File: src/rtl/vmc_param.sv
// Parametrised vending machine controller.
// Level inputs from switches are turned into single-cycle events by an
// internal edge register; the FSM walks IDLE -> SEL -> PAY -> DISP -> CHANGE.
// Credit saturates. Change is paid out greedily, one coin per cycle.
// A PAY phase with no coin activity for TIMEOUT_CYC cycles refunds the credit.
// All outputs come straight from flops.
module vmc_param #(
  parameter int                          NUM_ITEMS    = 4,
  parameter int                          ITEM_W       = 2,
  parameter int                          PRICE_W      = 6,
  parameter logic [NUM_ITEMS*PRICE_W-1:0] PRICES      = {6'd7, 6'd25, 6'd20, 6'd15},
  parameter int                          CREDIT_W     = 7,
  parameter int                          TIMEOUT_CYC  = 20,
  parameter int                          DISPENSE_CYC = 2
) (
  input  logic                CLOCK,
  input  logic                nRESET,
  input  logic                START,
  input  logic                SELECT,
  input  logic                OK,
  input  logic                CANCEL,
  input  logic                COIN_1,
  input  logic                COIN_5,
  input  logic                COIN_10,
  output logic [ITEM_W-1:0]   ITEM,
  output logic [CREDIT_W-1:0] CREDIT,
  output logic                DISPENSE,
  output logic                C1,
  output logic                C5,
  output logic                C10
);

  typedef enum logic [2:0] {IDLE, SEL, PAY, DISP, CHANGE} state_t;

  localparam int TCW = $clog2(TIMEOUT_CYC + 1);
  localparam int DCW = (DISPENSE_CYC > 1) ? $clog2(DISPENSE_CYC) : 1;
  localparam int SW  = CREDIT_W + 5;
  localparam logic [CREDIT_W-1:0] CMAX = {CREDIT_W{1'b1}};

  // Event bit order: 0 START, 1 SELECT, 2 OK, 3 CANCEL, 4 COIN_1, 5 COIN_5, 6 COIN_10
  logic [6:0] in_now, in_q, ev;
  assign in_now = {COIN_10, COIN_5, COIN_1, CANCEL, OK, SELECT, START};

  state_t               state_q, state_d;
  logic [ITEM_W-1:0]    item_q, item_d;
  logic [CREDIT_W-1:0]  credit_q, credit_d;
  logic [TCW-1:0]       tmo_q, tmo_d, tmo_inc;
  logic [DCW-1:0]       dcnt_q, dcnt_d;
  logic                 disp_q, c1_q, c5_q, c10_q;
  logic                 c1_d, c5_d, c10_d;
  logic [PRICE_W-1:0]   price;
  logic [CREDIT_W-1:0]  price_ext;
  logic [SW-1:0]        sum_w;
  logic [CREDIT_W-1:0]  sum_sat;
  logic                 any_coin;

  // Input history and registered rising-edge events; a held level yields one event.
  always_ff @(posedge CLOCK) begin
    if (!nRESET) begin
      in_q <= '0;
      ev   <= '0;
    end else begin
      in_q <= in_now;
      ev   <= in_now & ~in_q;
    end
  end

  // Price of the currently selected item.
  always_comb begin
    price = '0;
    for (int i = 0; i < NUM_ITEMS; i++) begin
      if (item_q == ITEM_W'(i)) price = PRICES[i*PRICE_W +: PRICE_W];
    end
  end

  assign price_ext = CREDIT_W'(price);
  assign any_coin  = ev[4] | ev[5] | ev[6];
  assign tmo_inc   = any_coin ? '0 : tmo_q + TCW'(1);

  // Credit plus all coins seen this cycle, clamped to the register maximum.
  always_comb begin
    sum_w = SW'(credit_q) + (ev[4] ? SW'(1) : '0) + (ev[5] ? SW'(5) : '0)
          + (ev[6] ? SW'(10) : '0);
    sum_sat = (sum_w > SW'(CMAX)) ? CMAX : sum_w[CREDIT_W-1:0];
  end

  // Next-state, datapath and output-pulse decisions.
  always_comb begin
    state_d  = state_q;
    item_d   = item_q;
    credit_d = credit_q;
    tmo_d    = tmo_q;
    dcnt_d   = dcnt_q;
    c1_d     = 1'b0;
    c5_d     = 1'b0;
    c10_d    = 1'b0;
    case (state_q)
      IDLE: begin
        item_d = '0;
        if (ev[0]) state_d = SEL;
      end
      SEL: begin
        if (ev[3]) begin
          state_d = IDLE;
          item_d  = '0;
        end else if (ev[2]) begin
          state_d = PAY;
          tmo_d   = '0;
        end else if (ev[1]) begin
          item_d = (item_q == ITEM_W'(NUM_ITEMS - 1)) ? '0 : item_q + ITEM_W'(1);
        end
      end
      PAY: begin
        credit_d = sum_sat;
        tmo_d    = tmo_inc;
        if (ev[3] || (tmo_inc == TCW'(TIMEOUT_CYC))) begin
          state_d = CHANGE;
        end else if (sum_sat >= price_ext) begin
          state_d  = DISP;
          credit_d = sum_sat - price_ext;
          dcnt_d   = '0;
        end
      end
      DISP: begin
        if (dcnt_q == DCW'(DISPENSE_CYC - 1)) state_d = CHANGE;
        else dcnt_d = dcnt_q + DCW'(1);
      end
      CHANGE: begin
        if (credit_q >= CREDIT_W'(10)) begin
          c10_d    = 1'b1;
          credit_d = credit_q - CREDIT_W'(10);
        end else if (credit_q >= CREDIT_W'(5)) begin
          c5_d     = 1'b1;
          credit_d = credit_q - CREDIT_W'(5);
        end else if (credit_q != '0) begin
          c1_d     = 1'b1;
          credit_d = credit_q - CREDIT_W'(1);
        end else begin
          state_d = IDLE;
          item_d  = '0;
        end
      end
      default: begin
        state_d = IDLE;
        item_d  = '0;
      end
    endcase
  end

  // State, datapath and registered outputs; reset drops any held credit.
  always_ff @(posedge CLOCK) begin
    if (!nRESET) begin
      state_q  <= IDLE;
      item_q   <= '0;
      credit_q <= '0;
      tmo_q    <= '0;
      dcnt_q   <= '0;
      disp_q   <= 1'b0;
      c1_q     <= 1'b0;
      c5_q     <= 1'b0;
      c10_q    <= 1'b0;
    end else begin
      state_q  <= state_d;
      item_q   <= item_d;
      credit_q <= credit_d;
      tmo_q    <= tmo_d;
      dcnt_q   <= dcnt_d;
      disp_q   <= (state_d == DISP);
      c1_q     <= c1_d;
      c5_q     <= c5_d;
      c10_q    <= c10_d;
    end
  end

  assign ITEM     = item_q;
  assign CREDIT   = credit_q;
  assign DISPENSE = disp_q;
  assign C1       = c1_q;
  assign C5       = c5_q;
  assign C10      = c10_q;

endmodule

File: config.mk
export PLATFORM = sky130hd
export DESIGN_NAME = vmc_param
export DESIGN_NICKNAME = d
export VERILOG_FILES = /design/src/rtl/vmc_param.sv
export SDC_FILE = /design/constraint.sdc
export NUM_CORES = 1
export LEC_CHECK = 0
export ABC_AREA = 1
export CORE_ASPECT_RATIO = 1.75
export CORE_MARGIN = 4
export CORE_UTILIZATION = 30
export CTS_CLUSTER_SIZE = 24
export DETAILED_ROUTE_END_ITERATION = 6
export PLACE_DENSITY = 0.53
export SYNTH_ARGS = -nofsm -noshare
export SYNTH_HDL_FRONTEND = slang
export SYNTH_SLANG_ARGS = --single-unit
File: constraint.sdc
create_clock -name CLOCK -period 3.9 [get_ports CLOCK]
set_input_delay 0.585 -clock CLOCK [delete_from_list [all_inputs] [get_ports CLOCK]]
set_output_delay 0.585 -clock CLOCK [all_outputs]
set_load 0.05 [all_outputs]
==> results of run 1 <==
## area by class of cell
| class | instances | area, µm² | area share |
|---|---|---|---|
| flip-flops and latches | 36 | 721 | 0.234 |
| repair buffers | 25 | 240 | 0.0780 |
| well taps | 115 | 144 | 0.0467 |
| inverters | 62 | 245 | 0.0797 |
| clock buffers | 8 | 146 | 0.0476 |
| multi-input cells | 269 | 1580 | 0.514 |
## kinds of logic (layout without fill, tap and decap cells)
kind of cell / Yosys count / in the layout
AND/OR/NAND/NOR: 178 / 178
adder cells (fa/ha/maj): 24 / 24
XOR/XNOR: 9 / 9
buffers and inverters: 68 / 95
AO/OA/AOI/OAI: 58 / 58
flip-flops: 36 / 36
## worst paths after layout
kind                  start        end  slack (ns)  cells past startpoint
setup reg to reg  CREDIT[0]  CREDIT[2]        0.41                     19
hold / removal      in_q[0]      ev[0]        0.38                      1
setup / recovery  CREDIT[0]  CREDIT[2]        0.41                     19
hold reg to reg     in_q[0]      ev[0]        0.38                      1
## state kept, by name, indices dropped and copies added (netlist names)
signal and flops:
state_q 3, C10 1, in_q 7, C5 1, ev 7, tmo_q 5, ITEM 2, dcnt_q 1
DISPENSE 1, CREDIT 7, C1 1
## metrics by stage
step | utilization | setup WS, ns
4_1_cts | 0.368 | 0.318
5_1_grt | 0.368 | 0.0146
3_5_place_dp | 0.350 | 0.330
2_1_floorplan | - | 0.434
6_report | 0.368 | 0.410
3_3_place_gp | 0.350 | 0.394
## worst max-delay path, stage by stage (launching register included)
cell	delay [ns]
dfxtp_1	0.43
inv_1	0.13
fa_1	0.42
inv_1	0.10
fa_1	0.24
nand3_1	0.08
nand2_1	0.09
xor2_1	0.24
nand2_1	0.09
ha_1	0.36
a21oi_1	0.18
o21ai_0	0.13
nor2_2	0.18
nand3_1	0.12
nor2_1	0.13
nand2_2	0.12
nand3_1	0.10
nand3_1	0.08
nand2_1	0.09
a21oi_2	0.05
## routing by layer
layer	part of all wire	vias up	GRT usage
met4	0.058	0	0.0927
met3	0.025	24	0.0198
met2	0.56	47	0.305
met1	0.35	1113	0.131
met5	0	-	0
li1	-	1253	-
## layout by cell type (no fill, tap or decap), drive strengths merged
cell	instances
nand2	87
inv	61
nor2	45
dfxtp	36
nand3	27
a21oi	27
ha	21
clkdlybuf4s50	21
o21ai	19
clkbuf	8
xor2	7
nand4	7
nor3	5
buf	4
a31oi	3
a211oi	3
fa	3
nand3b	2
nor4	2
o22ai	2
xnor2	2
or2	2
clkinv	1
and3	1
o2111ai	1
a21o	1
a221oi	1
o21a	1
## report_power, final
| group | total, mW | switching [mW] | leakage, nW | internal (mW) |
|---|---|---|---|---|
| Clock | 0.399 | 0.144 | 0.0712 | 0.255 |
| Combinational | 0.173 | 0.108 | 1.13 | 0.0649 |
| Sequential | 0.389 | 0.00928 | 0.294 | 0.380 |
| Total | 0.960 | 0.261 | 1.50 | 0.699 |
==> impl_results.md, run 1 <==
* Final wirelength at 6990 µm
* Ys flop type: dfxtp_1
* CTS sink count at 36
* I/O pins at 22
* Initial Util at 0.310
* Sequential area share after synthesis at 0.278
* Core ar. at approximately 0.0084 mm²
* Synth area leaders: dfxtp_1 28%, nand2_1 11%, ha_1 10%
* P per Cell Area at 312 mW/mm²
* GPL Wtd Cong at 0.887
* Die Y at 131 µm
* Largest net degree at the start of global routing at 17
* Worst hold-check path type: reg2reg
* CTS Buffer Depth at 2
* Peak VDD IR at between 0.15 and 0.2 mV
* First-pass GRT wire length at 11900 µm
* Mux cell area share after synthesis at 0
* Most numerous cell in the Yosys netlist: nand2_1
* Placed instance area at 0.00293 mm²
* Vias in the first global route at 2600
* Post-Synth XOR/XNOR Area at 0.0304
* Post-route insts no fill at around 520
* Starting DRT DRC Count at 111
* FILL cells at 919
* Status: finished, final reports clean
* Cells after Synth at 373
* Clock slew at reported path FFs at around 0.060 ns
* GRT Util Overall at 0.148
* Fin crit period at 3.49 ns
* Total number of vias at around 2400
* CTS resizes at 0
* Clock Skews at approximately 0.0037 ns
* RSZ-0062 raised after global routing: no
* DR pass1 iterations at 4
* Final hold slack at approximately 0.38 ns
* Lkg Pwr at 1.50 nW
* Worst-Skew Late Latency at between 0.2 and 0.3 ns
* Setup crit end kind: flip-flop
* Number of port buffers at 21
* Row cnt at 44
* Crit Path Category: reg2reg
* Wirelength per Cell at 13.6 µm
* Post-route ant nets at 0
* Cell taking the most area after synthesis: dfxtp_1
* Post-Syn Area at 0.00260 mm²
* Cells after DPL at 507
* Setup violators final at 0
* Clk root buf: clkbuf_16
* Die Area at 0.0103 mm²
* Adder-Cell Fraction of Synth Area at 0.124
* CTS Hold Buffers Added at 0
* Slew Limit Fails at 0
* CP required at 4.05 ns
* Slew @ Worst Pin at about 0.51 ns
* CTS Buf Count at 5
* Synth Area in Compound Gates at 0.132
* Area Growth Syn to Fin at 18.6%
* Setup TNS at 0 ns
* Vias/cell at 4.73
* Final instance area at 0.00308 mm²
* Largest family of logic cells by synthesized area: simple AND/OR/NAND/NOR gates
* Grt ovf at 0
* Synth warn at 0
* Synth cell count leaders: 78 x nand2_1, 55 x inv_1, 43 x nor2_1, 36 x dfxtp_1, 26 x nand3_1
* Die W at 78.3 µm
* Final hold violations at 0
* DP Wirelength at 5690 µm
* Post-Synth Simple-Gate Area at 0.321
* # H-tree levels at 2
* Fmax achieved at 287 MHz
* Relative slew slack at 0.657
* Startpoint Class: flip-flop
* Max cap viols at 0
* #FFs+latches synth at 36
* Initial antenna violation count at 0
* Syn avg cell area at 6.96 µm²
* Layout cells sized above 1 at 0.0900
* Crit-path max FO at 7
* DRC at 0
* NumNets Final at 432
* Ys async rst share at 0
* Worst Path Arrival at roughly 3.6 ns
* Final period utilization at 0.895
* Diodes inserted at 0
* Synthesized Nets at 406
* Cell variety after synth at 41
* Buffer count from post-CTS setup fixing at 0
* EDFF count, synth at 0
* Final Power at 0.960 mW
* CTS tree: yes
* Share of the synthesized area in the top cell type at 0.278
Power figures use the tool's default switching activity.
==> run 2, diff against run 1 <==
- ABC_CLOCK_PERIOD_IN_PS: default -> 3900
- GPL_ROUTABILITY_DRIVEN: default -> 0
- RECOVER_POWER: default -> 50
==> run 2 against run 1 <==
Compared with the run above:
- count of clock-buffer cells in the layout unchanged
- sequential cell count unchanged
- sequential power about the same
- combinational power about the same
- critical endpoint unchanged
==> impl_results.md, run 2 (same netlist as run 1, synthesis figures left out) <==
* Largest net degree at the start of global routing at 17 (unchanged)
* Setup violators final at 0 (unchanged)
* Clock slew at reported path FFs at 0.06 ns (about the same)
* DP Wirelength at 5690 µm (unchanged)
* Peak VDD IR at 0.164 mV (about the same)
* Slew Limit Fails at 0 (unchanged)
* Die Area at 0.0103 mm² (unchanged)
* CTS sink count at 36 (unchanged)
* FILL cells at 919 (unchanged)
* Combinational share of power at 0.179 (was 0.180)
* Core ar. at 0.00837 mm² (unchanged)
* GRT Util Overall at 0.148 (unchanged)
* Clk root buf: clkbuf_16 (unchanged)
* Lkg Pwr at 1.50 nW (about the same)
* Post-route insts no fill at 515 (unchanged)
* Storage cell area at 721 µm² (unchanged)
* I/O pins at 22 (unchanged)
* Commonest non-fill, non-tap cell in the layout: nand2_1 (unchanged)
* Final period utilization at 0.894 (was 0.895)
* Total number of vias at 2437 (unchanged)
* Wirelength per Cell at 13.6 µm (about the same)
* Final hold violations at 0 (unchanged)
* CP required at 4.05 ns (about the same)
* Worst R2R Setup Slack at 0.41 ns (about the same)
* Crit-path max FO at 7 (unchanged)
* Number of port buffers at 21 (unchanged)
* CTS tree: yes (unchanged)
* Starting DRT DRC Count at 111 (unchanged)
* Multi-input logic area at 0.00157 mm² (was 0.00158 mm²)
* Clk pwr share at 0.416 (was 0.415)
* Cells after DPL at 507 (unchanged)
* Flop pwr share at 0.405 (about the same)
* Most used cell, CP: nand3_1 (unchanged)
* Area Growth Syn to Fin at 18.1% (was 18.6%)
* P_sw at 0.261 mW (about the same)
* # H-tree levels at 2 (unchanged)
* Startpoint Class: flip-flop (unchanged)
* Fin crit period at 3.49 ns (about the same)
* NumNets Final at 432 (unchanged)
* Slew @ Worst Pin at 0.513 ns (about the same)
* Max cap viols at 0 (unchanged)
* Crit Path Category: reg2reg (unchanged)
* Grt ovf at 0 (unchanged)
* Setup TNS at 0 ns (unchanged)
* Vias/cell at 4.73 (unchanged)
* DRC at 0 (unchanged)
* Internal at 0.698 mW (was 0.699 mW)
* Relative slew slack at 0.657 (about the same)
* CTS Buffer Depth at 2 (unchanged)
* Die Y at 131 µm (unchanged)
* Setup crit end kind: flip-flop (unchanged)
* Vias in the first global route at 2600 (unchanged)
* Crit Reg-Reg Startpoint: CREDIT[0] (unchanged)
* Hold path cells at 1 (unchanged)
* Clock Skews at 0.00366 ns (was 0.00365 ns)
* CP max stage delay at 0.43 ns (about the same)
* Fmax achieved at 287 MHz (about the same)
* Worst Path Arrival at 3.64 ns (about the same)
* P per Cell Area at 313 mW/mm² (was 312 mW/mm²)
* Worst-path cell chain: inv_1, fa_1, inv_1, fa_1, nand3_1, nand2_1, xor2_1, nand2_1, ha_1, a21oi_1, o21ai_0, nor2_2, nand3_1, nor2_1, nand2_2, nand3_1, nand3_1, nand2_1, a21oi_2 (unchanged)
* Final wirelength at 6980 µm (was 6990 µm)
* First-pass GRT wire length at 11900 µm (unchanged)
* Worst hold-check path type: reg2reg (unchanged)
* RSZ-0062 raised after global routing: no (unchanged)
* DR pass1 iterations at 4 (unchanged)
* Diodes inserted at 0 (unchanged)
* Worst path top cell family by delay: simple AND/OR/NAND/NOR gates (unchanged)
* Switching part of the total power at 0.272 (about the same)
* Most frequent cells in the layout: 80 x nand2_1, 55 x inv_1, 43 x nor2_1 (was 78 x nand2_1, 55 x inv_1, 42 x nor2_1)
* CTS Buf Count at 5 (unchanged)
* Worst Reg-to-Reg Cells at 19 (unchanged)
* Initial antenna violation count at 0 (unchanged)
* Initial Util at 0.310 (unchanged)
* Worst hold path endpoint: ev[0] (unchanged)
* Status: finished, final reports clean (unchanged)
* CP max stage cell: dfxtp_1 (unchanged)
* Row cnt at 44 (unchanged)
* Crit path buf inv count at 2 (unchanged)
* Layout cells sized above 1 at 0.0825 (was 0.0900)
* Die W at 78.3 µm (unchanged)
* Worst-Skew Late Latency at 0.28 ns (about the same)
* Hold_sp: in_q[0] (unchanged)
* Reg-to-reg endpoint: CREDIT[2] (unchanged)
* Post-route ant nets at 0 (unchanged)
## run 2: routing by layer
metal / routed length (µm) / track usage / up-vias
met5: 0 / 0 / -
met4: 404 / 0.0927 / 0
met3: 176 / 0.0198 / 24
met2: 3940 / 0.305 / 47
met1: 2450 / 0.131 / 1114
li1: - / - / 1252
## run 2: per-stage QoR
step	hold slack, ns	cell area, µm²	setup WS [ns]	power [mW]	utilization
after floorplan	0.368	2600	0.434	0.515	-
after global placement	0.371	2930	0.394	0.569	0.350
after detailed placement	0.377	2930	0.330	0.570	0.350
after CTS	0.385	3080	0.318	0.974	0.368
after global routing	0.393	3070	0.0146	1.01	0.366
final	0.380	3070	0.413	0.959	0.366
## run 2: layout make-up
cell class / instances / area share
multi-input combinational: 269 / 0.512
sequential: 36 / 0.235
inverter: 62 / 0.0800
timing repair buffer: 25 / 0.0784
clock buffer: 8 / 0.0478
tap: 115 / 0.0469
## run 2: how the worst max path moves through the flow
stage              start    endpoint  cells past startpoint
3_5_place_dp   CREDIT[0]    DISPENSE                     19
3_3_place_gp   CREDIT[0]    DISPENSE                     19
6_report       CREDIT[0]   CREDIT[2]                     19
4_1_cts        CREDIT[0]   CREDIT[2]                     19
5_1_grt        CREDIT[0]    DISPENSE                     19
2_1_floorplan  CREDIT[0]  state_q[0]                     19
## run 2: what timing repair did
| item | 4_1_cts | 5_1_grt |
|---|---|---|
| setup buffers | 0 | 0 |
| resized for setup | 0 | 1 |
| hold buffers | 0 | 0 |
| hold endpoints to repair | 0 | 0 |
| setup endpoints to repair | 0 | 7 |
## run 2: power by group through the flow
stage               sequential [mW]  clock, mW  combinational [mW]
floorplan                     0.403          0               0.112
global placement              0.397          0               0.172
finish                        0.389      0.399               0.171
global route                  0.391      0.427               0.192
detailed placement            0.397          0               0.173
CTS                           0.389      0.411               0.174
==> run 3, diff against run 2 <==
==> constraint.sdc (replaced) <==
create_clock -name CLOCK -period 3.9 [get_ports CLOCK]
set_input_delay 0.585 -clock CLOCK [delete_from_list [all_inputs] [get_ports CLOCK]]
set_output_delay 0.585 -clock CLOCK [all_outputs]
set_load 0.005 [all_outputs]
==> run 3 against run 2 <==
Compared with the run above:
- final cell count is 0.19% higher
- routed wire length is 2.3% lower
- power is 2.0% lower
- sequential power hardly changed
- combinational power is 4% lower
- sequential cell count stayed put
- sequential share of layout area is 0.11 points lower
- clock power is 3% lower
- global-route usage is 0.20 points lower
- count of clock-buffer cells in the layout is 2 lower
- worst hold slack better by 0.00084 ns
- critical path type unchanged
- critical endpoint is now state_q[0]
==> impl_results.md, run 3 (same netlist as run 1, synthesis figures left out) <==
* Worst hold-check path type: reg2reg (unchanged)
* Setup TNS at 0 ns (unchanged)
* DP Wirelength at 5680 µm (was 5690 µm)
* Fin crit period at 3.56 ns (was 3.49 ns)
* CTS Hold Buffers Added at 0 (unchanged)
* CTS tree: yes (unchanged)
* Vias in the first global route at 2470 (was 2600)
* Peak VDD IR at 0.220 mV (was 0.164 mV)
* Post-route ant nets at 0 (unchanged)
* Status: finished, final reports clean (unchanged)
* Slew @ Worst Pin at 0.770 ns (was 0.513 ns)
* CP required at 4.08 ns (was 4.05 ns)
* Starting DRT DRC Count at 102 (was 111)
* Final hold slack at 0.381 ns (was 0.380 ns)
* Setup violators final at 0 (unchanged)
* Wirelength per Cell at 13.2 µm (was 13.6 µm)
* Final hold violations at 0 (unchanged)
* Relative slew slack at 0.486 (was 0.657)
* Final wirelength at 6820 µm (was 6980 µm)
* NumNets Final at 433 (was 432)
* Reg-to-reg endpoint: state_q[0] (was CREDIT[2])
* Die Area at 0.0103 mm² (unchanged)
* Die Y at 131 µm (unchanged)
* P per Cell Area at 305 mW/mm² (was 313 mW/mm²)
* Startpoint Class: flip-flop (unchanged)
* Crit Path Category: reg2reg (unchanged)
* FILL cells at 908 (was 919)
* Post-layout util at 0.368 (was 0.366)
* Setup crit end kind: flip-flop (unchanged)
* First-pass GRT wire length at 11600 µm (was 11900 µm)
* Clock Skews at 0.00434 ns (was 0.00366 ns)
* Clock slew at reported path FFs at 0.06 ns (about the same)
* RSZ-0062 raised after global routing: no (unchanged)
* DR pass1 iterations at 4 (unchanged)
* Vias/cell at 4.65 (was 4.73)
* Layout cells sized above 1 at 0.0923 (was 0.0825)
* Lkg Pwr at 1.51 nW (was 1.50 nW)
* Fmax achieved at 281 MHz (was 287 MHz)
* Row cnt at 44 (unchanged)
* Clk root buf: clkbuf_16 (unchanged)
* CTS sink count at 36 (unchanged)
* Slew Limit Fails at 0 (unchanged)
* Largest net degree at the start of global routing at 17 (unchanged)
* Commonest non-fill, non-tap cell in the layout: nand2_1 (unchanged)
* Hold_sp: in_q[6] (was in_q[0])
* DRC at 0 (unchanged)
* Initial antenna violation count at 0 (unchanged)
* Worst R2R Setup Slack at 0.34 ns (was 0.41 ns)
* # H-tree levels at 2 (unchanged)
* CTS Buffer Depth at 2 (unchanged)
* Total number of vias at 2400 (was 2437)
* Area Growth Syn to Fin at 18.7% (was 18.1%)
* Placed instance area at 0.00294 mm² (was 0.00293 mm²)
* Max cap viols at 0 (unchanged)
* Worst-Skew Late Latency at 0.28 ns (about the same)
* Most frequent cells in the layout: 78 x nand2_1, 55 x inv_1, 42 x nor2_1 (was 80 x nand2_1, 55 x inv_1, 43 x nor2_1)
* Initial Util at 0.310 (unchanged)
* Final period utilization at 0.912 (was 0.894)
* Core ar. at 0.00837 mm² (unchanged)
* Hold path cells at 1 (unchanged)
* Worst Reg-to-Reg Cells at 19 (unchanged)
* I/O pins at 22 (unchanged)
* Diodes inserted at 0 (unchanged)
* CTS Buf Count at 5 (unchanged)
* Die W at 78.3 µm (unchanged)
* Crit-path max FO at 7 (unchanged)
* GRT Util Overall at 0.146 (was 0.148)
* Grt ovf at 0 (unchanged)
* Worst Path Arrival at 3.73 ns (was 3.64 ns)
* Worst hold path endpoint: ev[6] (was ev[0])
* Crit Reg-Reg Startpoint: CREDIT[0] (unchanged)
* Number of port buffers at 21 (unchanged)
* Final instance area at 0.00308 mm² (was 0.00307 mm²)
==> run 3: changes by cell type in the layout (fill, tap and decap cells not counted) <==
cell / delta
nor2_1: -1
clkinvlp_4: +1
nand2_1: -2
nand2_2: +2
clkinv_4: +1
clkdlybuf4s50_1: -3
clkbuf_8: -1
dlygate4sd3_1: +3
nor2_4: +1
==> run 3: worst max path at each step <==
stage,start,endpoint,slack (ns),depth (start not counted)
2_1_floorplan,CREDIT[0],state_q[0],0.82,19
3_3_place_gp,CREDIT[0],DISPENSE,0.40,19
3_5_place_dp,CREDIT[0],DISPENSE,0.32,19
4_1_cts,CREDIT[0],DISPENSE,0.31,19
5_1_grt,CREDIT[0],state_q[0],0.03,19
6_report,CREDIT[0],state_q[0],0.34,19
==> run 3: final cells by class <==
class / count / area, µm² / area share
clock buffer: 6 / 129 / 0.0418
clock inverter: 2 / 16.3 / 0.00528
inverter: 62 / 245 / 0.0796
multi-input combinational: 269 / 1580 / 0.513
sequential: 36 / 721 / 0.234
tap: 115 / 144 / 0.0467
timing repair buffer: 26 / 244 / 0.0792
==> run 3: timing repair <==
item,CTS,global route
endpoints found under the setup margin,0,4
setup buffers,0,0
hold endpoints to repair,0,0
resized for setup,0,1
==> run 3: where the power goes <==
part / switching (mW) / internal [mW]
registers: 0.00908 / 0.379
clock network: 0.150 / 0.238
logic: 0.0994 / 0.0645
==> run 3: worst max-delay path, stage by stage (launching register included) <==
cell       delay, ns
dfxtp_1         0.44
inv_1           0.13
fa_1            0.43
inv_1           0.11
fa_1            0.24
nand3_1         0.10
nand2_1         0.09
xor2_1          0.26
nand2_1         0.10
ha_1            0.36
a21oi_1         0.17
o21ai_0         0.14
nor2_2          0.19
nand3_1         0.13
nor2_1          0.14
nand2_2         0.12
nand2_1         0.08
o2111ai_1       0.12
nand2_1         0.08
inv_1           0.04
==> run 3: routing by layer <==
layer | part of all wire | vias up | GRT usage
li1 | - | 1259 | -
met1 | 0.35 | 1086 | 0.134
met5 | 0 | - | 0
met2 | 0.58 | 36 | 0.305
met3 | 0.020 | 19 | 0.0178
met4 | 0.045 | 0 | 0.0752
==> run 3: stage by stage <==
step | worst slack [ns] | cells | power (mW)
finish | 0.343 | 516 | 0.940
global route | 0.0322 | 516 | 0.994
CTS | 0.312 | 516 | 0.954
detailed placement | 0.318 | 508 | 0.561
global placement | 0.396 | 508 | 0.560
floorplan | 0.822 | 373 | 0.506
